### src/rtl/mem_arbiter_if.sv
// Signal bundle around mem_arbiter: fetch port, data port and the shared memory command/data path.
// Handshake: a requester raises *_req with its command stable and keeps it high until the matching
// *_ready pulse; *_ready is a one-cycle completion strobe, never a stall, and read data is valid with it.
interface mem_arbiter_if;
    logic        if_req;
    logic [31:0] if_addr;
    logic        if_ready;
    logic [31:0] if_rdata;

    logic        ma_req;
    logic        ma_we;
    logic [2:0]  ma_mode;
    logic [31:0] ma_addr;
    logic [31:0] ma_wdata;
    logic        ma_ready;
    logic [31:0] ma_rdata;

    logic        mem_en;
    logic        mem_we;
    logic [2:0]  mem_mode;
    logic [31:0] mem_addr;
    logic [31:0] mem_wdata;
    logic [31:0] mem_rdata;

    // Arbiter view.
    modport slave (
        input  if_req, if_addr,
        input  ma_req, ma_we, ma_mode, ma_addr, ma_wdata,
        input  mem_rdata,
        output if_ready, if_rdata,
        output ma_ready, ma_rdata,
        output mem_en, mem_we, mem_mode, mem_addr, mem_wdata
    );

    // Core and memory view.
    modport master (
        output if_req, if_addr,
        output ma_req, ma_we, ma_mode, ma_addr, ma_wdata,
        output mem_rdata,
        input  if_ready, if_rdata,
        input  ma_ready, ma_rdata,
        input  mem_en, mem_we, mem_mode, mem_addr, mem_wdata
    );
endinterface

### src/rtl/mem_arbiter.sv
// Round-robin arbiter sharing one fixed-latency single-ported memory between the fetch (IF)
// and memory-access (MA) ports; one access in flight at a time, read data returned per port.
module mem_arbiter #(
    parameter int unsigned LAT = 2  // read latency in cycles, legal 1..7
) (
    input  logic         clk,
    input  logic         reset,
    mem_arbiter_if.slave bus,
    output logic [1:0]   dbg_state
);

    typedef enum logic [1:0] {
        S_IDLE  = 2'd0,
        S_ISSUE = 2'd1,
        S_WAIT  = 2'd2,
        S_RESP  = 2'd3
    } state_t;

    typedef enum logic {
        P_IF = 1'b0,
        P_MA = 1'b1
    } port_t;

    localparam logic [2:0] CNT_INIT   = 3'(LAT - 1);
    localparam logic [2:0] FETCH_MODE = 3'b010;

    state_t      state_q, state_d;
    port_t       owner_q, owner_d;
    port_t       last_q, last_d;
    logic [2:0]  cnt_q, cnt_d;

    logic        mem_en_q, mem_en_d;
    logic        mem_we_q, mem_we_d;
    logic        cmd_we_q, cmd_we_d;
    logic [2:0]  mem_mode_q, mem_mode_d;
    logic [31:0] mem_addr_q, mem_addr_d;
    logic [31:0] mem_wdata_q, mem_wdata_d;

    logic [31:0] if_rdata_q, if_rdata_d;
    logic [31:0] ma_rdata_q, ma_rdata_d;
    logic        if_ready_q, if_ready_d;
    logic        ma_ready_q, ma_ready_d;

    logic        grant_if;
    logic        grant_ma;

    always_comb begin
        state_d     = state_q;
        owner_d     = owner_q;
        last_d      = last_q;
        cnt_d       = cnt_q;
        mem_en_d    = 1'b0;
        mem_we_d    = 1'b0;
        cmd_we_d    = cmd_we_q;
        mem_mode_d  = mem_mode_q;
        mem_addr_d  = mem_addr_q;
        mem_wdata_d = mem_wdata_q;
        if_rdata_d  = if_rdata_q;
        ma_rdata_d  = ma_rdata_q;
        if_ready_d  = 1'b0;
        ma_ready_d  = 1'b0;
        grant_if    = 1'b0;
        grant_ma    = 1'b0;

        case (state_q)
            S_IDLE: begin
                // On a conflict the port that did not win last time goes first.
                grant_ma = bus.ma_req && (!bus.if_req || (last_q == P_IF));
                grant_if = bus.if_req && !grant_ma;
                if (grant_ma) begin
                    owner_d     = P_MA;
                    last_d      = P_MA;
                    mem_en_d    = 1'b1;
                    mem_we_d    = bus.ma_we;
                    cmd_we_d    = bus.ma_we;
                    mem_mode_d  = bus.ma_mode;
                    mem_addr_d  = bus.ma_addr;
                    mem_wdata_d = bus.ma_wdata;
                    state_d     = S_ISSUE;
                end else if (grant_if) begin
                    owner_d     = P_IF;
                    last_d      = P_IF;
                    mem_en_d    = 1'b1;
                    cmd_we_d    = 1'b0;
                    mem_mode_d  = FETCH_MODE;
                    mem_addr_d  = bus.if_addr;
                    state_d     = S_ISSUE;
                end
            end

            S_ISSUE: begin
                // The registered command is on the memory pins this cycle.
                if (cmd_we_q) begin
                    ma_ready_d = (owner_q == P_MA);
                    if_ready_d = (owner_q == P_IF);
                    state_d    = S_RESP;
                end else begin
                    cnt_d   = CNT_INIT;
                    state_d = S_WAIT;
                end
            end

            S_WAIT: begin
                if (cnt_q != 3'd0) begin
                    cnt_d = cnt_q - 3'd1;
                end else begin
                    if (owner_q == P_MA) begin
                        ma_rdata_d = bus.mem_rdata;
                        ma_ready_d = 1'b1;
                    end else begin
                        if_rdata_d = bus.mem_rdata;
                        if_ready_d = 1'b1;
                    end
                    state_d = S_RESP;
                end
            end

            S_RESP: begin
                state_d = S_IDLE;
            end

            default: begin
                state_d = S_IDLE;
            end
        endcase
    end

    always_ff @(posedge clk or negedge reset) begin
        if (!reset) begin
            state_q     <= S_IDLE;
            owner_q     <= P_IF;
            last_q      <= P_IF;
            cnt_q       <= 3'd0;
            mem_en_q    <= 1'b0;
            mem_we_q    <= 1'b0;
            cmd_we_q    <= 1'b0;
            mem_mode_q  <= 3'd0;
            mem_addr_q  <= 32'd0;
            mem_wdata_q <= 32'd0;
            if_rdata_q  <= 32'd0;
            ma_rdata_q  <= 32'd0;
            if_ready_q  <= 1'b0;
            ma_ready_q  <= 1'b0;
        end else begin
            state_q     <= state_d;
            owner_q     <= owner_d;
            last_q      <= last_d;
            cnt_q       <= cnt_d;
            mem_en_q    <= mem_en_d;
            mem_we_q    <= mem_we_d;
            cmd_we_q    <= cmd_we_d;
            mem_mode_q  <= mem_mode_d;
            mem_addr_q  <= mem_addr_d;
            mem_wdata_q <= mem_wdata_d;
            if_rdata_q  <= if_rdata_d;
            ma_rdata_q  <= ma_rdata_d;
            if_ready_q  <= if_ready_d;
            ma_ready_q  <= ma_ready_d;
        end
    end

    assign bus.mem_en    = mem_en_q;
    assign bus.mem_we    = mem_we_q;
    assign bus.mem_mode  = mem_mode_q;
    assign bus.mem_addr  = mem_addr_q;
    assign bus.mem_wdata = mem_wdata_q;
    assign bus.if_ready  = if_ready_q;
    assign bus.if_rdata  = if_rdata_q;
    assign bus.ma_ready  = ma_ready_q;
    assign bus.ma_rdata  = ma_rdata_q;
    assign dbg_state     = state_q;

endmodule

### src/flat_wrapper.sv
// flat-port wrapper written by rule: the top's interface ports become plain ports
module mem_arbiter_flat 
#(
    parameter int unsigned LAT = 2                                       
)
  (clk, reset, dbg_state, bus_if_req, bus_if_addr, bus_ma_req, bus_ma_we, bus_ma_mode, bus_ma_addr, bus_ma_wdata, bus_mem_rdata, bus_if_ready, bus_if_rdata, bus_ma_ready, bus_ma_rdata, bus_mem_en, bus_mem_we, bus_mem_mode, bus_mem_addr, bus_mem_wdata);
  mem_arbiter_if bus_i ();
  input  logic clk;
  input  logic reset;
  output logic [1:0] dbg_state;
  input wire logic [$bits(bus_i.if_req)-1:0] bus_if_req;
  input wire logic [$bits(bus_i.if_addr)-1:0] bus_if_addr;
  input wire logic [$bits(bus_i.ma_req)-1:0] bus_ma_req;
  input wire logic [$bits(bus_i.ma_we)-1:0] bus_ma_we;
  input wire logic [$bits(bus_i.ma_mode)-1:0] bus_ma_mode;
  input wire logic [$bits(bus_i.ma_addr)-1:0] bus_ma_addr;
  input wire logic [$bits(bus_i.ma_wdata)-1:0] bus_ma_wdata;
  input wire logic [$bits(bus_i.mem_rdata)-1:0] bus_mem_rdata;
  output wire logic [$bits(bus_i.if_ready)-1:0] bus_if_ready;
  output wire logic [$bits(bus_i.if_rdata)-1:0] bus_if_rdata;
  output wire logic [$bits(bus_i.ma_ready)-1:0] bus_ma_ready;
  output wire logic [$bits(bus_i.ma_rdata)-1:0] bus_ma_rdata;
  output wire logic [$bits(bus_i.mem_en)-1:0] bus_mem_en;
  output wire logic [$bits(bus_i.mem_we)-1:0] bus_mem_we;
  output wire logic [$bits(bus_i.mem_mode)-1:0] bus_mem_mode;
  output wire logic [$bits(bus_i.mem_addr)-1:0] bus_mem_addr;
  output wire logic [$bits(bus_i.mem_wdata)-1:0] bus_mem_wdata;
  assign bus_i.if_req = bus_if_req;
  assign bus_i.if_addr = bus_if_addr;
  assign bus_i.ma_req = bus_ma_req;
  assign bus_i.ma_we = bus_ma_we;
  assign bus_i.ma_mode = bus_ma_mode;
  assign bus_i.ma_addr = bus_ma_addr;
  assign bus_i.ma_wdata = bus_ma_wdata;
  assign bus_i.mem_rdata = bus_mem_rdata;
  assign bus_if_ready = bus_i.if_ready;
  assign bus_if_rdata = bus_i.if_rdata;
  assign bus_ma_ready = bus_i.ma_ready;
  assign bus_ma_rdata = bus_i.ma_rdata;
  assign bus_mem_en = bus_i.mem_en;
  assign bus_mem_we = bus_i.mem_we;
  assign bus_mem_mode = bus_i.mem_mode;
  assign bus_mem_addr = bus_i.mem_addr;
  assign bus_mem_wdata = bus_i.mem_wdata;
  mem_arbiter #(.LAT(LAT)) u_core (.clk(clk), .reset(reset), .bus(bus_i), .dbg_state(dbg_state));
endmodule
### config.mk
export PLATFORM = sky130hd
export DESIGN_NAME = mem_arbiter_flat
export DESIGN_NICKNAME = d
export VERILOG_FILES = /design/src/rtl/mem_arbiter_if.sv /design/src/rtl/mem_arbiter.sv /design/src/flat_wrapper.sv
export SDC_FILE = /design/constraint.sdc
export NUM_CORES = 1
export LEC_CHECK = 0
export CAP_MARGIN = 25
export CORE_AREA = 4 4 119 121
export CTS_BUF_LIST = sky130_fd_sc_hd__clkbuf_2 sky130_fd_sc_hd__clkbuf_4 sky130_fd_sc_hd__clkbuf_8
export DETAILED_ROUTE_END_ITERATION = 8
export DIE_AREA = 0 0 123 125
export PLACE_DENSITY = 0.95
export SLEW_MARGIN = 5
export SYNTH_ARGS = -nofsm -noshare
export SYNTH_HDL_FRONTEND = slang
export SYNTH_SLANG_ARGS = --single-unit
### constraint.sdc
create_clock -name clk -period 3.52 [get_ports clk]
set_input_delay 0.528 -clock clk [delete_from_list [all_inputs] [get_ports clk]]
set_output_delay 0.528 -clock clk [all_outputs]
set_load 0.1 [all_outputs]
### Word level (Yosys, flattened, before mapping)

Index checks and enable logic that the tools add are counted.

| storage, ports and cells | value |
|---|---|
| register bits | 142 |
| latch bits | 0 |
| bits in writable memories | 0 |
| ROM bits | 0 |
| input bits | 136 |
| output and inout bits | 137 |
| word-level logic and storage cells | 66 |
| memories | 0 |

| operators by class | value |
|---|---|
| add/sub/neg operators | 1 |
| multipliers | 0 |
| divide/modulo/power cells | 0 |
| order comparisons | 0 |
| eq/ne operators | 7 |
| shift-type cells | 0 |
| multiplexer cells | 28 |
| bitwise gates (word level) | 2 |
| reduce and logical (&&, ||, !) cells | 15 |

Operators by type and width:

| operator | number |
|---|---|
| $mux W32 | 2 |
| $mux W1 | 15 |
| $mux W3 | 4 |
| $reduce_and A3 Y1 | 3 |
| $pmux W2 S4 | 1 |
| $mux W2 | 3 |
| $pmux W3 S2 | 1 |
| $reduce_and A2 Y1 | 3 |
| $eq A2 B2 Y1 const B | 2 |
| $ne A2 B2 Y1 const B | 2 |
| $pmux W1 S2 | 2 |
| $reduce_bool A2 Y1 | 2 |
| $ne A3 B1 Y1 const B | 1 |
| $reduce_bool A3 Y1 | 1 |
| $sub A3 B1 Y3 const B | 1 |
| $eq A2 B1 Y1 const B | 1 |
| $logic_and A1 B1 Y1 | 2 |
| $logic_not A1 Y1 | 2 |
| $logic_not A2 Y1 | 1 |
| $ne A2 B1 Y1 const B | 1 |
| $not A1 Y1 | 2 |
| $logic_or A1 B1 Y1 | 1 |

### Longest topological paths before layout

| logic depth | value |
|---|---|
| depth in word-level cells | 8 |
| mapped depth | 8 |

### Worst setup path before layout

OpenSTA, ideal clock, no wires.

| timing path | value |
|---|---|
| kind | register to register |
| start | register u_core.state_q[0] (netlist: u_core.dbg_state[0]) |
| end | register u_core.if_rdata_q[0] (netlist: u_core.bus.if_rdata[0]) |
| data arrival time | 2429 ps |
| setup slack | 965 ps |
| stages on the path, launching flop included | 9 |
| buffers on the path | 3 |
| cells stage by stage | dfrtp_1 > inv_1 > ha_1 > buf_6 > and3b_4 > and2_4 > buf_6 > buf_12 > mux2_4 |

| between the ends | value |
|---|---|
| cells in the longest elaborated chain, start to end | 2 |

RTL lines:

| what | line | RTL |
|---|---|---|
| from (decl) | mem_arbiter.sv:27 | `state_t state_q, state_d;` |
| from (signal assigned) | mem_arbiter.sv:145 | `state_q <= state_d;` |
| $eq A2 B2 Y1 | mem_arbiter.sv:65 | `case (state_q)` |
| $reduce_and A3 Y1 (no source line) | n/a |  |
| to (signal assigned) | mem_arbiter.sv:155 | `if_rdata_q <= if_rdata_d;` |
| to (decl) | mem_arbiter.sv:39 | `logic [31:0] if_rdata_q, if_rdata_d;` |

Every way passes these cells.
A chain may end at the register's enable or synchronous reset.

### Worst setup path after layout

| timing path | value |
|---|---|
| start | register u_core.state_q[1] (netlist: u_core.dbg_state[1]) |
| end | output port dbg_state[1] |

RTL lines:

| what | line | RTL |
|---|---|---|
| to (decl) | flat_wrapper.sv:10 | `output logic [1:0] dbg_state;` |

No word-level cell between the ends.

==> flow_metrics.py <==
metrics = {
    "worst_setup_path": {
        "required_ps": 2990,
        "crit_type": "register to output pin",
        "endpoint_kind": "output pin",
        "critPathLaunchType": "register",
        "path_buf_inv": 1,
        "cp.arrival_ps": 2020,
        "crit_slowest_cell": "clkdlybuf4s50_1",
        "path_delay_family": "buffers and inverters",
        "max_stage_delay_ps": 1180,
        "path_cells": "clkdlybuf4s50_1",
        "cp_max_fo": 5,
    },
    "cells_and_area": {
        "syn_to_final_growth_pct": 55.5,
        "nets": 823,
        "drive_above_1_share": 0.203,
        "final_cells": 870,
        "finalCoreUtilization": 0.704,
        "antennaDiodeCount": 0,
    },
    "sta": {
        "hold_viol": 0,
        "worst_slew_pin_slew_ps": 1040,
        "finalCritPeriodShare": 0.723,
        "fin_skew_ps": 12.7,
        "setup_violations": 0,
        "setup_slack_ps": 976,
        "final.setup.tns_ps": 0,
        "finalCriticalPeriod_ps": 2540,
        "grt_setup_unrepaired": "no",
        "fmax_mhz": 393,
        "timing.slew.headroom": 0.301,
        "drv_slew": 0,
    },
    "route": {
        "wl_mm": 16.1,
        "via_count": 4368,
        "first_pass_iters": 4,
        "first_iter_violations": 235,
        "drc": 0,
        "vias_per_cell": 5.02,
        "ant_nets": 0,
        "wl_per_cell_um": 18.5,
    },
    "place": {
        "placedCellCount": 837,
        "place_hpwl_mm": 12.1,
        "pre_cts_ws_ps": 1130,
        "portBuffers": 272,
        "gp_congestion": 0.778,
    },
    "synthesis": {
        "ys_top_cells_by_area": "dfrtp_1 60%, mux2_2 13%, mux2_4 7.6%, mux2i_1 5.4%, o21ai_0 2.9%",
        "synth_top_area_share": 0.600,
        "synth_fp_nets": 548,
        "yosysTopAreaCell": "dfrtp_1",
        "yosys_warnings": 0,
        "synthFlopType": "dfrtp_1",
        "synthTopCellsByCount": "142 x dfrtp_1, 66 x mux2_2, 36 x nand2_1, 34 x o21ai_0, 32 x mux2i_1",
        "synthCells": 406,
        "ys_seq_area_frac": 0.600,
        "synth_edf_count": 0,
        "ys_async_sr_fraction": 1.00,
        "synth_area_sq_um": 5920,
        "post-synth-top-count-cell": "dfrtp_1",
        "synth_seq_cells": 142,
        "ys_types": 39,
        "avgSynthCellArea_sq_um": 14.6,
    },
    "run_status": {
        "status": "finished, final reports clean",
    },
    "global_routing": {
        "grt_first_pass_wirelength_mm": 24.9,
        "antenna_found_initial": 0,
        "overflow": 0,
        "grt_pass1_vias": 4866,
        "grt_max_degree": 90,
        "track_usage": 0.209,
    },
    "clock_tree": {
        "cts_tree": "done",
        "numCtsBuffers": 17,
        "h-tree-depth": 4,
        "cts_resized": 0,
        "clockRootBuffer": "clkbuf_8",
        "clkTransAtPathRegs_ps": 80,
        "cts_max_path_buffers": 2,
        "worstSkewPairLatency_ps": 430,
        "cts.sinks": 142,
    },
    "die": {
        "die_width_um": 123,
        "fp.dieH_um": 125,
        "dieArea_sq_um": 15400,
        "ios": 273,
        "start_util": 0.452,
        "rows": 42,
        "core-area_sq_um": 13100,
    },
    "flow_run": {
        "cap_violations": 0,
    },
    "worst_hold_path": {
        "hold_path.class": "register to register",
    },
}
==> stage by stage <==
stage	hold WS (ps)	area, sq um
final	482	9210
after global routing	514	9210
after CTS	493	9210
after detailed placement	452	8740
after global placement	465	8710
after floorplan	232	5920
==> worst paths after layout <==
path                                                     start                                    to  slack [ps]  cells after the start
setup / recovery               u_core.dbg_state[1]$_DFFE_PN0P_                          dbg_state[1]         980                      1
hold / removal             u_core.bus.mem_addr[29]$_DFFE_PN0P_   u_core.bus.mem_addr[29]$_DFFE_PN0P_         480                      2
setup reg to reg               u_core.dbg_state[0]$_DFFE_PN0P_   u_core.bus.if_rdata[19]$_DFFE_PN0P_        1300                      5
hold reg to reg            u_core.bus.mem_addr[29]$_DFFE_PN0P_   u_core.bus.mem_addr[29]$_DFFE_PN0P_         480                      2
max in group asynchronous                                reset  u_core.bus.mem_wdata[24]$_DFFE_PN0P_        1930                      4
min in group asynchronous                                reset   u_core.bus.if_rdata[12]$_DFFE_PN0P_         570                      2
==> cell families after synthesis <==
logic type      after synthesis  synth area share
buf+inv                      28            0.0389
mux                         129             0.258
compound gates               48            0.0486
simple gates                 53            0.0419
flops                       142             0.600
fa+ha+maj                     6            0.0127
==> worst reg2reg max path, stage by stage (launching register included) <==
cell	delay (ps)
dfrtp_1	400
inv_1	140
ha_1	330
and3b_4	250
and2_4	550
mux2_2	430
==> area by class of cell <==
type,instances,area (sq um)
clock buffer,19,249
sequential,142,3550
inverter,6,22.5
multi-input combinational,236,2160
clock inverter,13,211
timing repair buffer,278,2790
tap,176,220
fill,847,3880
==> repair_timing <==
action                     in CTS  in global routing
buffers inserted                0                  0
hold endpoints to repair       36                  0
setup endpoints to repair       0                  0
hold buffers                    1                  0
==> registers in the layout, summed over array words and instances (netlist names), 2 cells and up <==
| name | cells |
|---|---|
| u_core.bus.if_rdata | 32 |
| u_core.bus.ma_rdata | 32 |
| u_core.bus.mem_addr | 32 |
| u_core.bus.mem_mode | 3 |
| u_core.bus.mem_wdata | 32 |
| u_core.cnt_q | 3 |
| u_core.dbg_state | 2 |
==> cell usage in the layout, fill, tap and decap left out, types with 2 or more instances in the layout <==
cell	n
bufinv_16	5
inv_6	2
clkbuf_4	2
nor3_1	2
ha_1	6
nand2_1	36
clkinv_2	2
a22oi_1	2
nor2_1	5
clkdlybuf4s50_1	271
o21ai_0	34
clkinv_4	3
inv_1	6
dfrtp_1	142
a32o_1	2
mux2_2	66
clkbuf_8	17
mux2i_1	32
buf_4	4
mux2_4	30
==> layer usage <==
| layer | global-route usage | part of all wire | vias up |
|---|---|---|---|
| met1 | 0.233 | 0.38 | 2166 |
| met2 | 0.365 | 0.51 | 203 |
| li1 | - | - | 1972 |
| met5 | 0 | 0 | - |
| met4 | 0.0808 | 0.021 | 0 |
| met3 | 0.0727 | 0.094 | 27 |
Power is left out: the tool's default activity adds up to more than one toggle a clock period on the data nets, which glitch-free logic cannot reach.
